==> src/rtl/upc_scan_capture_if.sv <==
// Scanner-side bit line and the decoded item outputs of upc_scan_capture.
// master = scanner/consumer side, slave = the capture block.
interface upc_scan_capture_if #(
  parameter int CNT_W = 8
);
  logic             bit_stb;
  logic             bit_in;
  logic             count_clr;
  logic [2:0]       upc_out;
  logic             mark_out;
  logic             item_valid;
  logic             par_err;
  logic             timeout_err;
  logic             busy;
  logic [CNT_W-1:0] item_count;

  modport master (
    output bit_stb, bit_in, count_clr,
    input  upc_out, mark_out, item_valid, par_err, timeout_err, busy, item_count
  );

  modport slave (
    input  bit_stb, bit_in, count_clr,
    output upc_out, mark_out, item_valid, par_err, timeout_err, busy, item_count
  );
endinterface

==> src/rtl/upc_scan_capture.sv <==
// Serial capture of one scanned item frame: start, u2, u1, u0, mark, odd parity.
// Good frames update the held UPC/mark and a saturating scan counter.
module upc_scan_capture #(
  parameter int TIMEOUT_CYC = 16,
  parameter int CNT_W       = 8
) (
  input  logic               clk,
  input  logic               reset_n,
  upc_scan_capture_if.slave  bus
);
  localparam int GAP_W = (TIMEOUT_CYC > 2) ? $clog2(TIMEOUT_CYC) : 1;
  localparam logic [GAP_W-1:0] GAP_MAX = GAP_W'(TIMEOUT_CYC - 1);

  typedef enum logic [1:0] {
    S_IDLE  = 2'd0,
    S_SHIFT = 2'd1,
    S_CHECK = 2'd2
  } state_t;

  state_t           state_reg;
  logic [4:0]       shift_reg;
  logic [2:0]       bit_cnt_reg;
  logic [GAP_W-1:0] gap_reg;
  logic [2:0]       upc_reg;
  logic             mark_reg;
  logic             valid_reg;
  logic             par_err_reg;
  logic             timeout_reg;
  logic [CNT_W-1:0] count_reg;
  logic             frame_good;

  // shift_reg holds {u2, u1, u0, mark, parity} once all five bits are in
  assign frame_good = ^shift_reg;

  always_ff @(posedge clk or negedge reset_n) begin
    if (!reset_n) begin
      state_reg   <= S_IDLE;
      shift_reg   <= '0;
      bit_cnt_reg <= '0;
      gap_reg     <= '0;
      upc_reg     <= '0;
      mark_reg    <= 1'b0;
      valid_reg   <= 1'b0;
      par_err_reg <= 1'b0;
      timeout_reg <= 1'b0;
      count_reg   <= '0;
    end else begin
      valid_reg   <= 1'b0;
      par_err_reg <= 1'b0;
      timeout_reg <= 1'b0;

      case (state_reg)
        S_IDLE: begin
          if (bus.bit_stb && bus.bit_in) begin
            state_reg   <= S_SHIFT;
            bit_cnt_reg <= '0;
            gap_reg     <= '0;
          end
        end
        S_SHIFT: begin
          // a strobe arriving on the last allowed gap cycle still counts
          if (bus.bit_stb) begin
            shift_reg   <= {shift_reg[3:0], bus.bit_in};
            bit_cnt_reg <= bit_cnt_reg + 3'd1;
            gap_reg     <= '0;
            if (bit_cnt_reg == 3'd4) begin
              state_reg <= S_CHECK;
            end
          end else if (gap_reg == GAP_MAX) begin
            state_reg   <= S_IDLE;
            timeout_reg <= 1'b1;
            gap_reg     <= '0;
            bit_cnt_reg <= '0;
          end else begin
            gap_reg <= gap_reg + 1'b1;
          end
        end
        S_CHECK: begin
          state_reg   <= S_IDLE;
          bit_cnt_reg <= '0;
          if (frame_good) begin
            upc_reg   <= shift_reg[4:2];
            mark_reg  <= shift_reg[1];
            valid_reg <= 1'b1;
          end else begin
            par_err_reg <= 1'b1;
          end
        end
        default: state_reg <= S_IDLE;
      endcase

      // clear wins over a same-cycle good-frame increment
      if (bus.count_clr) begin
        count_reg <= '0;
      end else if (state_reg == S_CHECK && frame_good && count_reg != {CNT_W{1'b1}}) begin
        count_reg <= count_reg + 1'b1;
      end
    end
  end

  assign bus.upc_out     = upc_reg;
  assign bus.mark_out    = mark_reg;
  assign bus.item_valid  = valid_reg;
  assign bus.par_err     = par_err_reg;
  assign bus.timeout_err = timeout_reg;
  assign bus.busy        = (state_reg != S_IDLE);
  assign bus.item_count  = count_reg;
endmodule

==> src/flat_wrapper.sv <==
// flat-port wrapper written by rule: the top's interface ports become plain ports
module upc_scan_capture_flat 
#(
  parameter int TIMEOUT_CYC = 16,
  parameter int CNT_W       = 8
)
  (clk, reset_n, bus_bit_stb, bus_bit_in, bus_count_clr, bus_upc_out, bus_mark_out, bus_item_valid, bus_par_err, bus_timeout_err, bus_busy, bus_item_count);
  upc_scan_capture_if #(.CNT_W(CNT_W)) bus_i ();
  input  logic clk;
  input  logic reset_n;
  input wire logic [$bits(bus_i.bit_stb)-1:0] bus_bit_stb;
  input wire logic [$bits(bus_i.bit_in)-1:0] bus_bit_in;
  input wire logic [$bits(bus_i.count_clr)-1:0] bus_count_clr;
  output wire logic [$bits(bus_i.upc_out)-1:0] bus_upc_out;
  output wire logic [$bits(bus_i.mark_out)-1:0] bus_mark_out;
  output wire logic [$bits(bus_i.item_valid)-1:0] bus_item_valid;
  output wire logic [$bits(bus_i.par_err)-1:0] bus_par_err;
  output wire logic [$bits(bus_i.timeout_err)-1:0] bus_timeout_err;
  output wire logic [$bits(bus_i.busy)-1:0] bus_busy;
  output wire logic [$bits(bus_i.item_count)-1:0] bus_item_count;
  assign bus_i.bit_stb = bus_bit_stb;
  assign bus_i.bit_in = bus_bit_in;
  assign bus_i.count_clr = bus_count_clr;
  assign bus_upc_out = bus_i.upc_out;
  assign bus_mark_out = bus_i.mark_out;
  assign bus_item_valid = bus_i.item_valid;
  assign bus_par_err = bus_i.par_err;
  assign bus_timeout_err = bus_i.timeout_err;
  assign bus_busy = bus_i.busy;
  assign bus_item_count = bus_i.item_count;
  upc_scan_capture #(.TIMEOUT_CYC(TIMEOUT_CYC), .CNT_W(CNT_W)) u_core (.clk(clk), .reset_n(reset_n), .bus(bus_i));
endmodule
==> config.mk <==
export PLATFORM = sky130hd
export DESIGN_NAME = upc_scan_capture_flat
export DESIGN_NICKNAME = d
export VERILOG_FILES = /design/src/rtl/upc_scan_capture_if.sv /design/src/rtl/upc_scan_capture.sv /design/src/flat_wrapper.sv
export SDC_FILE = /design/constraint.sdc
export NUM_CORES = 1
export LEC_CHECK = 0
export ABC_AREA = 1
export ABC_CLOCK_PERIOD_IN_PS = 3100
export CAP_MARGIN = 25
export CORE_MARGIN = 2
export CORE_UTILIZATION = 50
export DETAILED_ROUTE_END_ITERATION = 16
export GPL_TIMING_DRIVEN = 0
export PLACE_DENSITY = 0.74
export SYNTH_ARGS = -nofsm -noshare
export SYNTH_HDL_FRONTEND = slang
export SYNTH_SLANG_ARGS = --single-unit
export TNS_END_PERCENT = 30
==> constraint.sdc <==
create_clock -name clk -period 3.1 [get_ports clk]
set_clock_uncertainty 0.05 [all_clocks]
set_input_delay 0.465 -clock clk [delete_from_list [all_inputs] [get_ports clk]]
set_output_delay 0.465 -clock clk [all_outputs]
set_load 0.05 [all_outputs]
======== After elaboration in Yosys (flattened, before gate mapping) ========
Cells that the tools add are included.
W data, S select, Z words.
operators by class
  add/sub/neg operators ................... 3
  $mul .................................... 0
  div/mod/pow operators ................... 0
  magnitude comparators ................... 0
  equal/unequal tests ..................... 8
  shift operators ......................... 0
  multiplexer cells ....................... 22
  bitwise operators ....................... 0
  reduce and logical (&&, ||, !) cells .... 14
operator list
  cell                   number
  $mux W8                2
  $mux W4                3
  $mux W3                3
  $pmux W3 S3            1
  $add A8 B1 Y8 const B  1
  $mux W2                4
  $ne A8 B8 Y1 const B   1
  $pmux W4 S2            1
  $mux W1                7
  $ne A3 B2 Y1 const B   2
  $reduce_and A2 Y1      3
  $reduce_and A3 Y1      2
  $reduce_bool A2 Y1     3
  $reduce_xor A5 Y1      1
  $add A4 B1 Y4 const B  1
  $eq A4 B4 Y1 const B   1
  $pmux W2 S2            1
  $add A3 B1 Y3 const B  1
  $eq A3 B3 Y1 const B   1
  $logic_and A1 B1 Y1    3
  $reduce_bool A3 Y1     1
  $eq A2 B1 Y1 const B   1
  $eq A2 B2 Y1 const B   1
  $logic_not A2 Y1       1
  $ne A2 B1 Y1 const B   1
word-level totals
  flip-flop bits (word level) ............. 29
  bits in latches ......................... 0
  RAM bits ................................ 0
  ROM bits ................................ 0
  input bits .............................. 5
  output and inout port bits .............. 16
  word-level logic and storage cells ...... 57
  memories ................................ 0

======== Logic depth before layout (Yosys ltp) ========
Gate-level depths: netlist of the first run.
  word-level depth ........................ 5
  mapped depth ............................ 11
  depth with buffers taken out ............ 11

======== Worst setup path after synthesis of the first run ========
OpenSTA, ideal clock, no wires.
  path kind ............................... reg2reg
  from .................................... register u_core.count_reg[0], in the netlist u_core.bus.item_count[0]
  to ...................................... register u_core.count_reg[0], in the netlist u_core.bus.item_count[0]
  library setup time ...................... 0.119 ns
  arrival ................................. 1.514 ns
  required time ........................... 2.931 ns
  slack ................................... 1.417 ns
  stages on the path, launching flop included .. 9
  buffers on the path ..................... 0
  period minus slack after synthesis ...... 1.683 ns
  cells stage by stage .................... dfrtp_1 -> ha_1 -> nand3_1 -> clkinv_1 -> nand2_1 -> nand4_4 -> nand2_4 -> nand2_1 -> nand2_1
on the way
  longest elaborated chain between the ends .. 3
  elaborated cells between the ends (all ways) .. 6
  classes of those cells .................. 1 x add/sub; 1 x eq/ne; 2 x mux; 2 x reduce/logical
RTL lines
  item                                                   line                                            source
  start, declared                                        upc_scan_capture.sv:29                          logic [CNT_W-1:0] count_reg;
  start signal, assigned                                 upc_scan_capture.sv:96                          count_reg <= count_reg + 1'b1;
  $add A8 B1 Y8 / $ne A8 B8 Y1 (equally long branches)   upc_scan_capture.sv:96, upc_scan_capture.sv:95
  $mux W8 / $logic_and A1 B1 Y1 (equally long branches)  upc_scan_capture.sv:95                          end else if (state_reg == S_CHECK && frame_good && count_reg != {CNT_W{1'b1}}) begin
  $mux W8 / $reduce_bool A2 Y1 (equally long branches)   --
Several ways; a longest one is shown, not always the timed one. The select of a mux whose other input is x is not followed.
A chain may end at the register's enable or synchronous reset.

======== Final worst setup path of the first run ========
  from .................................... register u_core.state_reg[1]
  to ...................................... output port bus_busy
on the way
  longest elaborated chain between the ends .. 1
RTL lines
  item                    line                     source
  start, declared         upc_scan_capture.sv:20   state_t state_reg;
  start signal, assigned  upc_scan_capture.sv:37   state_reg <= S_IDLE;
  start signal, assigned  upc_scan_capture.sv:55   state_reg <= S_SHIFT;
  start signal, assigned  upc_scan_capture.sv:67   state_reg <= S_CHECK;
  $reduce_bool A2 Y1      upc_scan_capture.sv:106  assign bus.busy = (state_reg != S_IDLE);
  end, declared           flat_wrapper.sv:19       output wire logic [$bits(bus_i.busy)-1:0] bus_busy;
Every way passes these cells.

==> flow_summary.toml, run 1 <==
[clock_tree]
cts_resized = 0
postCtsSetupBuffers = 0
cts_root_buf = "clkbuf_4"
cts_inserted_buffers = 5
ctsHoldBuffers = 0
cts.htree.levels = 2
clk_pin_slew_ns = 0.10
clockBufferDepth = 2
cts_tree = "yes"
cts_sinks = 29
clock_latency_ns = 0.32

[sta]
grt_setup_unrepaired = "no"
fmaxAchievable_mhz = 436
hold_viol_final = 0
slew_headroom_pct = 65.8
max_slew.worst_pin.slew_ns = 0.512
period_share_pct = 74.0
min_period_ns = 2.29
setup_viol_count_final = 0
setup-tns-final_ns = 0
slew_viol_final = 0

[global_routing]
grt_pass1_vias = 1181
antenna_found_initial = 0
grt_max_degree = 22
grt_pass1_wl_um = 5010
grt.total_usage_pct = 19.1
grt_overflow = 0

[pwr]
p_per_area_mw_per_mm2 = 757
p_leak_nw = 0.842
peakVddDrop_mv = 0.491

[setup_path]
cp_top_family = "buffers and inverters"
startpoint_type = "flop"
rr_endpoint = "u_core.bus.item_count[1]$_DFFE_PN0P_"
path_class = "reg -> out"
slowest_stage = "clkdlybuf4s50_1"
r2r_cells = 8
ff2ff_setup_slack_ns = 1.48
cp-startpoint = "u_core.state_reg[1]$_DFFE_PN0P_"
required_ns = 2.58
cpPeakStageDelay_ns = 0.81
path_depth = 3
crit_path_cell_trace = "nor2_1 -> inv_1 -> clkdlybuf4s50_1"
crit_buf_inv = 2
worstSetupEndpointType = "output port"
worstPathMaxFanout = 4
r2r-start = "u_core.bus.item_count[0]$_DFFE_PN0P_"
worstSetupEndpoint = "bus_busy"
cp_data_arrival_time_ns = 1.78

[final_layout]
diodes = 0
final_cells = 237
multi_input_area_um2 = 667
largest_register_ff_count = 8
area_delta_synth_final_pct = 21.3
final_net_count = 214
regArea_um2 = 726
fillers = 260
final_layout_size_suffix_gt1_share_pct = 18.0

[logic_synthesis]
synth-xor-area-share_pct = 1.76
ys.flop_type = "dfrtp_1"
syn-num-nets = 186
synthMuxAreaShare_pct = 0
avgSynthCellArea_um2 = 8.45
synthDistinctLibCells = 28
ys_ff_latch = 29
synth_seq_area_share_pct = 48.5
synthArstFlopShare_pct = 100
synth_fa_ha_area_share_pct = 3.35
synth_top_family_by_area = "simple AND/OR/NAND/NOR gates"
postSynthCellCount = 177
yosysTopAreaCell = "dfrtp_1"
ys_warn_count = 0
synthTopCellsByArea = "dfrtp_1 49%, nand2_1 11%, nand3_1 4.7%"
synth_area_mm2 = 0.00150
synth_simple_gate_area_share_pct = 28.9
netlist_top_cells_count = "42 x nand2_1, 29 x dfrtp_1, 14 x nand3_1, 13 x inv_1, 13 x nor2_1"
synth_edf_count = 0
synth.most_common_cell = "nand2_1"
synth-compound-area-share_pct = 10.6
synth_top_cell_area_share_pct = 48.5

[floorplanning]
io_pins = 21
core_mm2 = 0.00281
die_x_um = 58.7
std_cell_rows = 19
die_h_um = 58.7
initial_core_util_pct = 53.3
die_area_mm2 = 0.00344

[drt]
wl_per_cell_um = 11.6
vias = 1250
via_per_inst = 5.27
drc = 1
dr.first_iter.drc_count = 60
ant_nets = 0
dr.pass1.iters = 10
wirelength_um = 2750

[run_status]
violations = "DRC"
status = "finished with violations"

[placement]
placedCellCount = 229
place_congestion = 0.798
post-dp-hpwl_um = 2060
place.port_buffers = 20

[run]
maxCapViolations = 0

[hold_path]
hold_class = "in -> async"
-- through the flow --
stage	total power, W	cell area [um^2]	hold slack (ns)	setup slack, ns	util [%]
5_1_grt	0.00147	1810	0.429	0.714	64.6
6_report	0.00137	1810	0.409	0.807	64.6
3_5_place_dp	0.00117	1760	0.434	1.10	62.8
2_1_floorplan	0.00101	1500	0.119	1.42	-
3_3_place_gp	0.00114	1730	0.421	1.07	61.8
4_1_cts	0.00139	1810	0.415	0.786	64.6
-- final cells by class --
type	instances	area share [%]
sequential	29	40.0
buffer	3	0.897
multi-input combinational	122	36.8
clock inverter	2	0.552
tap	31	2.14
timing repair buffer	21	12.6
clock buffer	6	2.28
inverter	23	4.76
-- routing by layer --
layer / global-route usage, % / wire (um) / part of all wire, %
met5: 0 / 0 / 0
met4: 8.77 / 39 / 1.4
met3: 5.05 / 135 / 4.9
met2: 30.0 / 1310 / 48
met1: 24.7 / 1260 / 46
-- cells in the final DEF (no fill, tap or decap), types with 3 or more instances in the layout --
cell type,n
o21ai_0,3
nor2_4,3
nand3_1,14
a21oi_1,9
nor2_1,13
ha_1,4
clkbuf_4,5
inv_2,9
clkdlybuf4s50_1,20
o21ai_1,10
nand2_1,42
nand2_2,7
dfrtp_1,29
inv_1,13
-- where the power goes --
part	switching, W	internal [W]
Combinational	0.000397	0.000213
Clock	0.000127	0.0000862
Sequential	0.0000783	0.000472
-- how the worst min path moves through the flow --
| stage | to | depth (start not counted) |
|---|---|---|
| floorplan | u_core.bit_cnt_reg[0]$_DFFE_PN0P_ | 0 |
| global placement | u_core.bus.upc_out[1]$_DFFE_PN0P_ | 2 |
| detailed placement | u_core.bus.upc_out[2]$_DFFE_PN0P_ | 2 |
| CTS | u_core.bus.item_valid$_DFF_PN0_ | 1 |
| global route | u_core.bus.upc_out[1]$_DFFE_PN0P_ | 1 |
| finish | u_core.bus.item_count[7]$_DFFE_PN0P_ | 1 |
-- logic make-up (layout without fill, tap and decap cells) --
logic type                 count (synthesis)  in the layout
buffers and inverters                     26             55
AOI/OAI and AO/OA                         27             27
and+or+nand+nor                           88             88
adders and majority gates                  4              4
DFF                                       29             29
xor gates and xnor gates                   3              3
Power figures use the tool's default switching activity.
==> run 2: changes to the inputs <==
ABC_CLOCK_PERIOD_IN_PS = 2300   (was 3100)
clock period = 2.3 ns   (was 3.1 ns; I/O delays follow)
==> results of run 2 <==
The final DEF is identical to that of run 1. Status: finished with violations: DRC.
Among the figures that moved: setup slack after placement 1.10 ns -> 0.416 ns; setup slack after layout 0.807 ns -> 0.127 ns; hold slack 0.409 ns -> 0.289 ns; register-to-register setup slack 1.48 ns -> 0.68 ns; total power 0.00137 W -> 0.00185 W; worst IR drop on VDD 0.491 mV -> 0.662 mV
==> run 3: changes to the inputs <==
CORE_MARGIN = not set   (was 2)
==> flow_summary.toml, run 3 (synthesis gave the netlist of run 1 again) <==
[pwr]
pwr-share-comb_pct = 44.0
power_w = 0.00187
p_per_area_mw_per_mm2 = 1030
p_switching_w = 0.000801
p_leak_nw = 0.842
clkPwrFrac_pct = 16.4
peakVddDrop_mv = 0.622
p_sw_share_pct = 42.9
cellInternalPower_w = 0.00107
seqPwrFrac_pct = 39.7

[drt]
ant_nets = 0
dr.first_iter.drc_count = 44
via_per_inst = 5.17
dr.pass1.iters = 10
vias = 1220
wirelength_um = 2720
wl_per_cell_um = 11.5
drc = 2

[floorplanning]
initial_core_util_pct = 53.3
die_x_um = 56.7
io_pins = 21
std_cell_rows = 19
die_h_um = 56.7
core_mm2 = 0.00281
die_area_mm2 = 0.00321

[final_layout]
final_cell_mix = "42 x nand2_1, 29 x dfrtp_1, 20 x clkdlybuf4s50_1"
area_delta_synth_final_pct = 21.5
final_net_count = 214
diodes = 0
largest_register_ff_count = 8
post-route-util_pct = 64.8
regArea_um2 = 726
fillers = 244
final_common_cell = "nand2_1"
final_layout_size_suffix_gt1_share_pct = 17.6
design_area_mm2 = 0.00182
multi_input_area_um2 = 667

[run]
maxCapViolations = 0

[setup_path]
r2r-start = "u_core.bus.item_count[0]$_DFFE_PN0P_"
r2r_cells = 8
path_class = "reg -> out"
startpoint_type = "flop"
cp_data_arrival_time_ns = 1.78
required_ns = 1.90
cp-startpoint = "u_core.state_reg[1]$_DFFE_PN0P_"
worstPathMaxFanout = 4
worstSetupEndpointType = "output port"

[sta]
grt_setup_unrepaired = "no"
fmaxAchievable_mhz = 460
period_share_pct = 94.6
min_period_ns = 2.18
setup-tns-final_ns = 0
hold_viol_final = 0
timing.final.ws_setup_ns = 0.124
setup_viol_count_final = 0
slew_viol_final = 0
max_slew.worst_pin.slew_ns = 0.499
slew_headroom_pct = 66.6

[clock_tree]
clockBufferDepth = 2
cts_tree = "yes"
clk_pin_slew_ns = 0.08
postCtsSetupBuffers = 0
cts_inserted_buffers = 5
cts.htree.levels = 2
cts_root_buf = "clkbuf_4"
cts_resized = 0
cts_sinks = 29
clock_latency_ns = 0.32
ctsHoldBuffers = 0

[global_routing]
grt.total_usage_pct = 19.7
grt_max_degree = 22
antenna_found_initial = 0
grt_pass1_wl_um = 4750
grt_overflow = 0
grt_pass1_vias = 1168

[placement]
post-dp-hpwl_um = 2070
placed_area_mm2 = 0.00176
pre_cts_ws_ns = 0.450
place_congestion = 0.808
place.port_buffers = 20

[run_status]
violations = "DRC"
status = "finished with violations"

[hold_path]
hold_class = "in -> async"
-- run 3: metal layers --
layer  share of wire [%]  GRT usage (%)  up-vias
met5                   0              0        -
met4                 2.1           10.0        0
met3                 4.2           6.91        7
met2                  48           32.7       20
met1                  46           22.2      567
li1                    -              -      626
-- run 3: final timing paths --
kind / end / slack, ns
min in group clk: u_core.bus.upc_out[1]$_DFFE_PN0P_ / 0.44
max in group asynchronous: u_core.bit_cnt_reg[0]$_DFFE_PN0P_ / 1.44
worst max register to register: u_core.bus.item_count[1]$_DFFE_PN0P_ / 0.70
worst min-delay path: u_core.bus.item_valid$_DFF_PN0_ / 0.30
worst min register to register: u_core.bus.upc_out[1]$_DFFE_PN0P_ / 0.44
worst max-delay path: bus_busy / 0.12
-- run 3: critical path, stage by stage (launching register included) --
cell and delay [ns]:
dfrtp_1 0.46, nor2_1 0.11, inv_1 0.09, clkdlybuf4s50_1 0.80
-- run 3: cell type report --
cell class | count | area share (%)
Sequential cell | 29 | 39.9
Multi-Input combinational cell | 122 | 36.7
Timing Repair Buffer | 21 | 12.5
Inverter | 23 | 4.75
Clock buffer | 7 | 3.03
Tap cell | 31 | 2.13
Buffer | 3 | 0.895
-- run 3: metrics by stage --
step	std cells	hold slack, ns
floorplan	177	-0.000591
CTS	236	0.306
finish	236	0.298
global placement	228	0.420
detailed placement	229	0.427
global route	236	0.308
-- run 3: power by group through the flow --
stage | logic (W) | registers (W) | clock network [W]
5_1_grt | 0.000895 | 0.000759 | 0.000339
6_report | 0.000821 | 0.000741 | 0.000306
2_1_floorplan | 0.000512 | 0.000853 | 0
4_1_cts | 0.000831 | 0.000739 | 0.000319
3_3_place_gp | 0.000795 | 0.000742 | 0
3_5_place_dp | 0.000827 | 0.000749 | 0
